===== src/rtl/instr_fetch_unit_pkg.sv =====
// Shared constants and helpers for the instruction fetch unit.
package instr_fetch_unit_pkg;

    localparam int unsigned INSTR_W        = 16;
    localparam int unsigned OPCODE_W       = 5;
    localparam int unsigned ADDR_W_DEFAULT = 16;

    localparam logic [OPCODE_W-1:0]       HALT_OPCODE_DEFAULT = 5'b00000;
    localparam logic [ADDR_W_DEFAULT-1:0] RESET_PC_DEFAULT    = 16'h0000;

    // True when the instruction word carries the halt opcode in its top field.
    function automatic logic is_halt(input logic [INSTR_W-1:0] word,
                                     input logic [OPCODE_W-1:0] halt_op);
        return word[INSTR_W-1 -: OPCODE_W] == halt_op;
    endfunction

endpackage


===== src/rtl/instr_fetch_unit_fetch_fifo.sv =====
// Small synchronous prefetch FIFO with flush.
// Ports: clk, rst (async active-low), flush (empties FIFO, overrides push/pop),
//        push/push_data, pop, head (entry at read pointer), full, empty.
module fetch_fifo #(
    parameter int unsigned DEPTH = 2,
    parameter int unsigned WIDTH = 32
) (
    input  logic             clk,
    input  logic             rst,
    input  logic             flush,
    input  logic             push,
    input  logic [WIDTH-1:0] push_data,
    input  logic             pop,
    output logic [WIDTH-1:0] head,
    output logic             full,
    output logic             empty
);

    localparam int unsigned PTR_W = (DEPTH > 1) ? $clog2(DEPTH) : 1;
    localparam int unsigned CNT_W = $clog2(DEPTH + 1);

    logic [WIDTH-1:0] mem [DEPTH];
    logic [PTR_W-1:0] wr_ptr;
    logic [PTR_W-1:0] rd_ptr;
    logic [CNT_W-1:0] count;

    // Storage, pointers and occupancy; a push into a full FIFO is only legal
    // alongside a pop, in which case it reuses the slot being vacated.
    always_ff @(posedge clk or negedge rst) begin
        if (!rst) begin
            for (int i = 0; i < int'(DEPTH); i++) begin
                mem[i] <= '0;
            end
            wr_ptr <= '0;
            rd_ptr <= '0;
            count  <= '0;
        end else if (flush) begin
            wr_ptr <= '0;
            rd_ptr <= '0;
            count  <= '0;
        end else begin
            if (push) begin
                mem[wr_ptr] <= push_data;
                wr_ptr      <= wr_ptr + PTR_W'(1);
            end
            if (pop) begin
                rd_ptr <= rd_ptr + PTR_W'(1);
            end
            if (push && !pop) begin
                count <= count + CNT_W'(1);
            end else if (pop && !push) begin
                count <= count - CNT_W'(1);
            end
        end
    end

    assign head  = mem[rd_ptr];
    assign full  = (count == CNT_W'(DEPTH));
    assign empty = (count == '0);

endmodule


===== src/rtl/instr_fetch_unit.sv =====
// Instruction fetch unit: drives the single-cycle instruction memory from the
// fetch PC, buffers returned words in a prefetch FIFO, and hands them to decode
// over valid/ready. Supports redirect-with-flush and stops fetching on HALT.
// Ports: clk, rst (async active-low); imem_addr/imem_en/imem_wr/imem_data_in to
//        memory, imem_data from memory; instr/instr_pc/instr_valid/instr_ready to
//        decode; redirect_valid/redirect_pc; halted status.
module instr_fetch_unit
    import instr_fetch_unit_pkg::*;
#(
    parameter int unsigned               ADDR_WIDTH  = ADDR_W_DEFAULT,
    parameter logic [ADDR_WIDTH-1:0]     RESET_PC    = ADDR_WIDTH'(RESET_PC_DEFAULT),
    parameter int unsigned               DEPTH       = 2,
    parameter logic [OPCODE_W-1:0]       HALT_OPCODE = HALT_OPCODE_DEFAULT
) (
    input  logic                  clk,
    input  logic                  rst,
    output logic [ADDR_WIDTH-1:0] imem_addr,
    output logic                  imem_en,
    output logic                  imem_wr,
    output logic [INSTR_W-1:0]    imem_data_in,
    input  logic [INSTR_W-1:0]    imem_data,
    output logic [INSTR_W-1:0]    instr,
    output logic [ADDR_WIDTH-1:0] instr_pc,
    output logic                  instr_valid,
    input  logic                  instr_ready,
    input  logic                  redirect_valid,
    input  logic [ADDR_WIDTH-1:0] redirect_pc,
    output logic                  halted
);

    localparam int unsigned ENTRY_W = INSTR_W + ADDR_WIDTH;

    logic [ADDR_WIDTH-1:0] fetch_pc;
    logic [ADDR_WIDTH-1:0] redirect_target;
    logic [ENTRY_W-1:0]    head;
    logic                  fifo_full;
    logic                  fifo_empty;
    logic                  pop;
    logic                  fetch;

    assign pop             = instr_valid & instr_ready;
    // A slot frees up this cycle if the head is being consumed, so a full FIFO
    // can still accept the next word and sustain one instruction per cycle.
    assign fetch           = rst & ~redirect_valid & ~halted & (~fifo_full | pop);
    assign redirect_target = redirect_pc & ~ADDR_WIDTH'(1);

    assign imem_en      = fetch;
    assign imem_addr    = fetch_pc;
    assign imem_wr      = 1'b0;
    assign imem_data_in = '0;

    assign instr_valid = ~fifo_empty;
    assign instr       = head[ENTRY_W-1 -: INSTR_W];
    assign instr_pc    = head[ADDR_WIDTH-1:0];

    // Fetch PC and halt flag; redirect wins over everything and also un-halts.
    always_ff @(posedge clk or negedge rst) begin
        if (!rst) begin
            fetch_pc <= RESET_PC;
            halted   <= 1'b0;
        end else if (redirect_valid) begin
            fetch_pc <= redirect_target;
            halted   <= 1'b0;
        end else if (fetch) begin
            fetch_pc <= fetch_pc + ADDR_WIDTH'(2);
            if (is_halt(imem_data, HALT_OPCODE)) begin
                halted <= 1'b1;
            end
        end
    end

    fetch_fifo #(
        .DEPTH (DEPTH),
        .WIDTH (ENTRY_W)
    ) u_fifo (
        .clk       (clk),
        .rst       (rst),
        .flush     (redirect_valid),
        .push      (fetch),
        .push_data ({imem_data, fetch_pc}),
        .pop       (pop),
        .head      (head),
        .full      (fifo_full),
        .empty     (fifo_empty)
    );

endmodule


===== config.mk =====
export PLATFORM = sky130hd
export DESIGN_NAME = instr_fetch_unit
export DESIGN_NICKNAME = d
export VERILOG_FILES = /design/src/rtl/instr_fetch_unit_pkg.sv /design/src/rtl/instr_fetch_unit_fetch_fifo.sv /design/src/rtl/instr_fetch_unit.sv
export SDC_FILE = /design/constraint.sdc
export NUM_CORES = 1
export LEC_CHECK = 0
export BUFFER_PORTS_ARGS = -buffer_cell sky130_fd_sc_hd__buf_4
export CORE_UTILIZATION = 53
export DETAILED_ROUTE_END_ITERATION = 10
export GPL_ROUTABILITY_DRIVEN = 1
export GPL_TIMING_DRIVEN = 0
export MAX_ROUTING_LAYER = met4
export PLACE_DENSITY_LB_ADDON = 0.2
export SLEW_MARGIN = 20
export SYNTH_ARGS = -nofsm -noshare
export SYNTH_HDL_FRONTEND = slang
export SYNTH_SLANG_ARGS = --single-unit

===== constraint.sdc =====
create_clock -name clk -period 2.8 [get_ports clk]
set_clock_uncertainty 0.15 [all_clocks]
set_input_delay 0.14 -clock clk [delete_from_list [all_inputs] [get_ports clk]]
set_output_delay 0.14 -clock clk [all_outputs]
set_load 0.05 [all_outputs]

# After elaboration in Yosys (flattened, before gate mapping)
# Index checks and enable logic that the tools add are counted.
[classes]
eq_ne = 1
n_bitwise = 11
addsub = 5
mux = 18
n_lt_le_gt_ge = 3
n_reduce_logical = 13
[op_table]
columns = ["cell", "n"]
rows = [
  ["2-to-1 mux 32 bit", 4],
  ["bitwise mux 64 bit", 1],
  ["demux 32 bit (select 1 bit)", 1],
  ["2-to-1 mux 16 bit", 2],
  ["adder 16 x 2 -> 16 bit, second input constant", 1],
  ["2-to-1 mux 1 bit", 7],
  ["2-to-1 mux 2 bit", 3],
  ["nonzero test 2 bit", 3],
  ["zero test 5 bit", 1],
  ["AND 1 bit", 4],
  [">= comparator 2 bit, second input constant", 2],
  ["inverter 1 bit", 4],
  ["inverter 1 -> 2 bit", 2],
  ["AND reduction 2 bit", 2],
  ["logical AND 1 bit", 3],
  ["nonzero test 3 bit", 1],
  ["adder 1 bit, second input constant", 2],
  ["adder 2 x 1 -> 2 bit, second input constant", 1],
  ["equality test 2 bit, second input constant", 1],
  ["zero test 1 bit", 2],
  ["zero test 2 bit", 1],
  ["< comparator 2 x 1 -> 1 bit, second input constant", 1],
  ["subtractor 2 x 1 -> 2 bit, second input constant", 1],
  ["bitwise OR 1 bit", 1],
]
[word_totals]
input_bits = 36
output_inout_bits = 68
regBits = 85

# Logic depth before layout (Yosys ltp)
[depth]
word_depth = 10
ltp_mapped = 6
depth_no_buf = 5

# Modules after synthesis
# Synthesis repeated with hierarchy kept, for this count alone.
[hier_totals]
cells_unflattened = 316
area_unflattened_um2 = 4136.5
[by_module_without_submodules]
columns = ["module", "seq_area_each_um2", "area_each_um2", "instances", "cells_each"]
rows = [
  ["fetch_fifo", 1701.6, 2981.6, 1, 191],
  ["instr_fetch_unit", 400.4, 1154.9, 1, 125],
]

# Worst setup path before layout
# No wires, ideal clock.
[synth_timing]
path_type = "register -> register"
startpoint = "reg halted"
endpoint = "reg u_fifo.mem[7] in the netlist's numbering"
path_buffers = 2
slack_ns = 0.542
required_ns = 2.525
arrival_ns = 1.983
stages_incl_launch_ff = 7
cell_sequence = "dfrtp_1 nand2b_1 buf_2 or2_4 nor3b_4 buf_6 mux2_2"
[synth_via]
elab_chain_len = 4
[synth_lines]
columns = ["item", "line", "rtl"]
rows = [
  ["start, declared", "instr_fetch_unit.sv:28", "output logic halted"],
  ["start signal, assigned", "instr_fetch_unit.sv:60", "halted <= 1'b0;"],
  ["start signal, assigned", "instr_fetch_unit.sv:63", "halted <= 1'b0;"],
  ["start signal, assigned", "instr_fetch_unit.sv:67", "halted <= 1'b1;"],
  ["inverter 1 bit", "instr_fetch_unit.sv:44", "assign fetch = rst & ~redirect_valid & ~halted & (~fifo_full | pop);"],
  ["AND 1 bit (2 in a row)", "instr_fetch_unit.sv:44", ""],
  ["AND reduction 2 bit (no line)", "n/a", ""],
  ["end signal, assigned by index", "instr_fetch_unit_fetch_fifo.sv:43", "mem[wr_ptr] <= push_data;"],
  ["end, declared", "instr_fetch_unit_fetch_fifo.sv:22", "logic [WIDTH-1:0] mem [DEPTH];"],
]
# No other way between the ends.
# A chain may end at the register's enable or synchronous reset.

# Worst setup path in the final report
[layout_timing]
startpoint = "reg u_fifo.rd_ptr"
endpoint = "out instr_pc[9]"
[layout_via]
elab_chain_len = 4
[layout_lines]
columns = ["item", "line", "rtl"]
rows = [
  ["start, declared", "instr_fetch_unit_fetch_fifo.sv:24", "logic [PTR_W-1:0] rd_ptr;"],
  ["start signal, assigned", "instr_fetch_unit_fetch_fifo.sv:47", "rd_ptr <= rd_ptr + PTR_W'(1);"],
  ["inverter 1 -> 2 bit (implied by the code)", "instr_fetch_unit_fetch_fifo.sv:57", "assign head = mem[rd_ptr];"],
  ["2-to-1 mux 32 bit (implied by the code) (3 in a row)", "instr_fetch_unit_fetch_fifo.sv:57", ""],
  ["end, declared", "instr_fetch_unit.sv:23", "output logic [ADDR_WIDTH-1:0] instr_pc,"],
]
# No other way between the ends. The select of a mux whose other input is x is not followed.

==> impl_metrics.json <==
{
  "synth.area.top_cells": "dfrtp_1 (51%), mux2_2 (25%), buf_4 (4.1%)",
  "worstSetupStartpointType": "flop",
  "timing_hold_violations_final": 82,
  "required_ns": 2.51,
  "mappedNetlistArea_um2": 3990,
  "critical_path.cell_chain": "clkbuf_1 -> buf_1 -> mux2_2 -> buf_4",
  "initial_core_util_pct": 55.0,
  "postCtsHoldBufs": 32,
  "place.detailed.hpwl_mm": 5.49,
  "totalNegativeSetupSlack_ns": 0,
  "route.detailed.wl_per_inst_um": 14.8,
  "worstSetupPathType": "flop to output pin",
  "irDropWorstVdd_mv": 0.509,
  "worst_r2r_endpoint": "u_fifo.mem[45]$_DFFE_PN0P_",
  "critical_path.reg2reg.startpoint": "halted$_DFFE_PN0P_",
  "timing.max_cap.violations": 0,
  "grt_first_pass_wirelength_mm": 13.4,
  "clk_pin_slew_worst_paths_ns": 0.08,
  "floorplan.die.width_um": 88.8,
  "cts_tree": "yes",
  "clock_sinks": 82,
  "outcome": "finished with violations",
  "timing.critical_path.slowest_stage_cell": "buf_1",
  "synthesis.instances": 316,
  "top_level_ports": 104,
  "rsz_0062_raised_after_global_routing": "no",
  "timing.reg2reg.setup_slack_ns": 0.54,
  "coreArea_um2": 7250,
  "wirelength_mm": 8.32,
  "cellPowerDensity_nw_per_um2": 794,
  "buffer_levels_on_the_longest_clock_path": 2,
  "cts_buffers": 9,
  "achievable-frequency_ghz": 0.426,
  "post_cts_buffers": 0,
  "arrival_time_at_the_worst_endpoint_ns": 2.06,
  "worstSkewPairLatency_ns": 0.35,
  "cts-htree-levels": 3,
  "synth.top_cell.area_share_pct": 51.4,
  "route.antenna.remaining_nets": 0,
  "die-area_um2": 7880,
  "synth_top_area_cell": "dfrtp_1",
  "worstHoldPathType": "input port to async pin",
  "place_inst": 516,
  "grt_start_max_net_pins": 85,
  "timing.slew.headroom_pct": 48.3,
  "syn2layout_area_growth_pct": 34.9,
  "synth_area_per_cell_um2": 12.6,
  "final_core_util_pct": 74.2,
  "critPathTopFamily": "buffers and inverters",
  "power.static_leakage_uw": 0.00243,
  "route.vias.total": 2835,
  "drt_drc_violations_left": 0,
  "critPathCaptureType": "output pin",
  "layout_setup_ws_ns": 0.451,
  "track_usage_pct": 23.6,
  "postSynthRegisterBits": 82,
  "drive_above_1_share_pct": 47.3,
  "yosysWarnings": 0,
  "via_count_of_the_first_global_routing_pass": 2849,
  "finalNetCount": 497,
  "io_buffers": 83,
  "dr.first_iter.drc_count": 115,
  "finalCriticalPeriod_ns": 2.35,
  "yosysSeqAreaShare_pct": 51.4,
  "unique_cell_type_count_in_the_yosys_netlist": 38,
  "globalRoute.totalOverflow": 0,
  "failing_checks": "hold timing",
  "post-place-ws_ns": -0.0390,
  "die_height_um": 88.8,
  "number_of_pins_exceeding_their_max_slew_limit_in_the_final_report": 0,
  "cp.buffers_inverters": 3,
  "finish.cell_count_without_fillers": 564,
  "antenna_found_initial": 0,
  "gp_routability_congestion": 0.758,
  "insertedDiodeCount": 0,
  "crit_path_max_incr_delay_ns": 0.56,
  "min_period_over_period_pct": 83.9,
  "row_cnt": 31,
  "worst_case_reg_to_reg_path_depth": 6,
  "critical_path.max_fanout": 10,
  "whs_ns": -0.342,
  "worst-slew-pin-transition_ns": 0.775,
  "length_of_the_first_detailed_routing_pass_in_iterations": 4,
  "finalSetupViolCount": 0,
  "clockRootBuffer": "clkbuf_8",
  "average_vias_per_placed_instance": 5.03
}
-- per-stage QoR --
step | hold WS [ns] | cell area [um^2] | total power, uW
3_5_place_dp | 0.206 | 4810 | 3210
4_1_cts | -0.135 | 5380 | 4310
3_3_place_gp | 0.203 | 4810 | 3160
6_report | -0.342 | 5380 | 4280
5_1_grt | -0.258 | 5380 | 4480
2_1_floorplan | -0.306 | 4060 | 2800
-- cells in the final DEF (no fill, tap or decap), types with 3 or more instances in the layout --
| cell | n |
|---|---|
| clkbuf_8 | 11 |
| nand2_1 | 18 |
| mux2_1 | 3 |
| conb_1 | 19 |
| nor4_1 | 5 |
| nor2_1 | 9 |
| o21ai_0 | 13 |
| nand2b_1 | 3 |
| mux2_2 | 90 |
| clkbuf_1 | 5 |
| bufinv_16 | 3 |
| buf_1 | 4 |
| xnor2_1 | 12 |
| buf_4 | 104 |
| nor3_1 | 7 |
| mux2i_1 | 4 |
| dlygate4sd3_1 | 32 |
| nor3b_1 | 3 |
| dfrtp_1 | 82 |
| buf_6 | 4 |
| nand3_1 | 7 |
-- worst register-to-register path, stage by stage, from the launching register on --
cell and delay, ns:
dfrtp_1 0.41, nand2b_1 0.14, buf_2 0.20, or2_4 0.29, nor3_2 0.31, buf_4 0.29
mux2_2 0.36
-- cells in the mapped netlist --
library cell  count
a211oi_1          1
a21boi_0          1
a21oi_1           1
a31oi_1           2
and3_1            1
and3b_1           1
and4_1            1
buf_1             4
buf_2             2
buf_4            22
buf_6             3
clkbuf_1          4
conb_1            1
dfrtp_1          82
ha_1              1
inv_1             2
mux2_1            3
mux2_2           90
mux2i_1           4
nand2_1          18
nand2b_1          3
nand3_1           7
nand4_1           2
nand4b_2          1
nor2_1            9
nor2b_1           2
nor3_1            7
nor3_2            1
nor3b_1           3
nor3b_4           1
nor4_1            5
nor4b_1           1
o21ai_0          13
o31a_1            2
or2_2             1
or2_4             1
xnor2_1          12
xor2_1            1
-- cells by family (layout without fill, tap and decap cells) --
kind of cell | count (synthesis) | after routing | synth area share (%)
xor+xnor | 13 | 13 | 2.85
flops | 82 | 82 | 51.4
compound gates | 20 | 20 | 2.88
other cells | 1 | 19 | 0.0940
simple gates | 65 | 65 | 9.03
fa+ha+maj | 1 | 1 | 0.313
mux | 97 | 97 | 27.2
buf+inv | 37 | 168 | 6.18
-- where the power goes --
part | internal, uW | switching [uW] | total, uW
Combinational | 645 | 921 | 1570
Sequential | 1480 | 174 | 1650
Clock | 642 | 416 | 1060
Total | 2760 | 1510 | 4280
-- flip-flops by register name (all words and copies together), names as in the netlist --
name / count
u_fifo.rd_ptr: 1
u_fifo.wr_ptr: 1
u_fifo.count: 2
u_fifo.mem: 62
imem_addr: 15
halted: 1
-- metal layers --
metal	wire length, um	part of all wire, %	track usage [%]	up-vias
met5	0	0	-	-
met2	4120	50	37.9	87
met4	152	1.8	9.38	0
met1	3750	45	29.3	1373
li1	-	-	-	1363
met3	294	3.5	4.76	12
-- final cells by class --
cell class / count / area, um^2
fill: 524 / 1870
clock buffer: 12 / 155
inverter: 2 / 7.51
clock inverter: 4 / 97.6
sequential: 82 / 2050
timing repair buffer: 115 / 947
buffer: 35 / 239
multi-input combinational: 215 / 1760
tap: 99 / 124
-- repair_timing --
action	in CTS	in global routing
gates resized for setup	0	0
endpoints found under the setup margin	0	0
endpoints found under the hold margin	131	82
-- worst max-delay path by stage --
stage	end	startpoint	cells after the start	slack [ns]
final	instr_pc[9]	u_fifo.rd_ptr$_DFFE_PN0P_	4	0.45
after global routing	instr_pc[9]	u_fifo.rd_ptr$_DFFE_PN0P_	4	0.38
after CTS	u_fifo.mem[45]$_DFFE_PN0P_	rst	7	0.33
after detailed placement	u_fifo.mem[45]$_DFFE_PN0P_	rst	7	-0.04
after global placement	u_fifo.mem[36]$_DFFE_PN0P_	rst	7	-0.03
after floorplan	u_fifo.mem[7]$_DFFE_PN0P_	halted$_DFFE_PN0P_	6	0.54
Power figures use the tool's default switching activity.
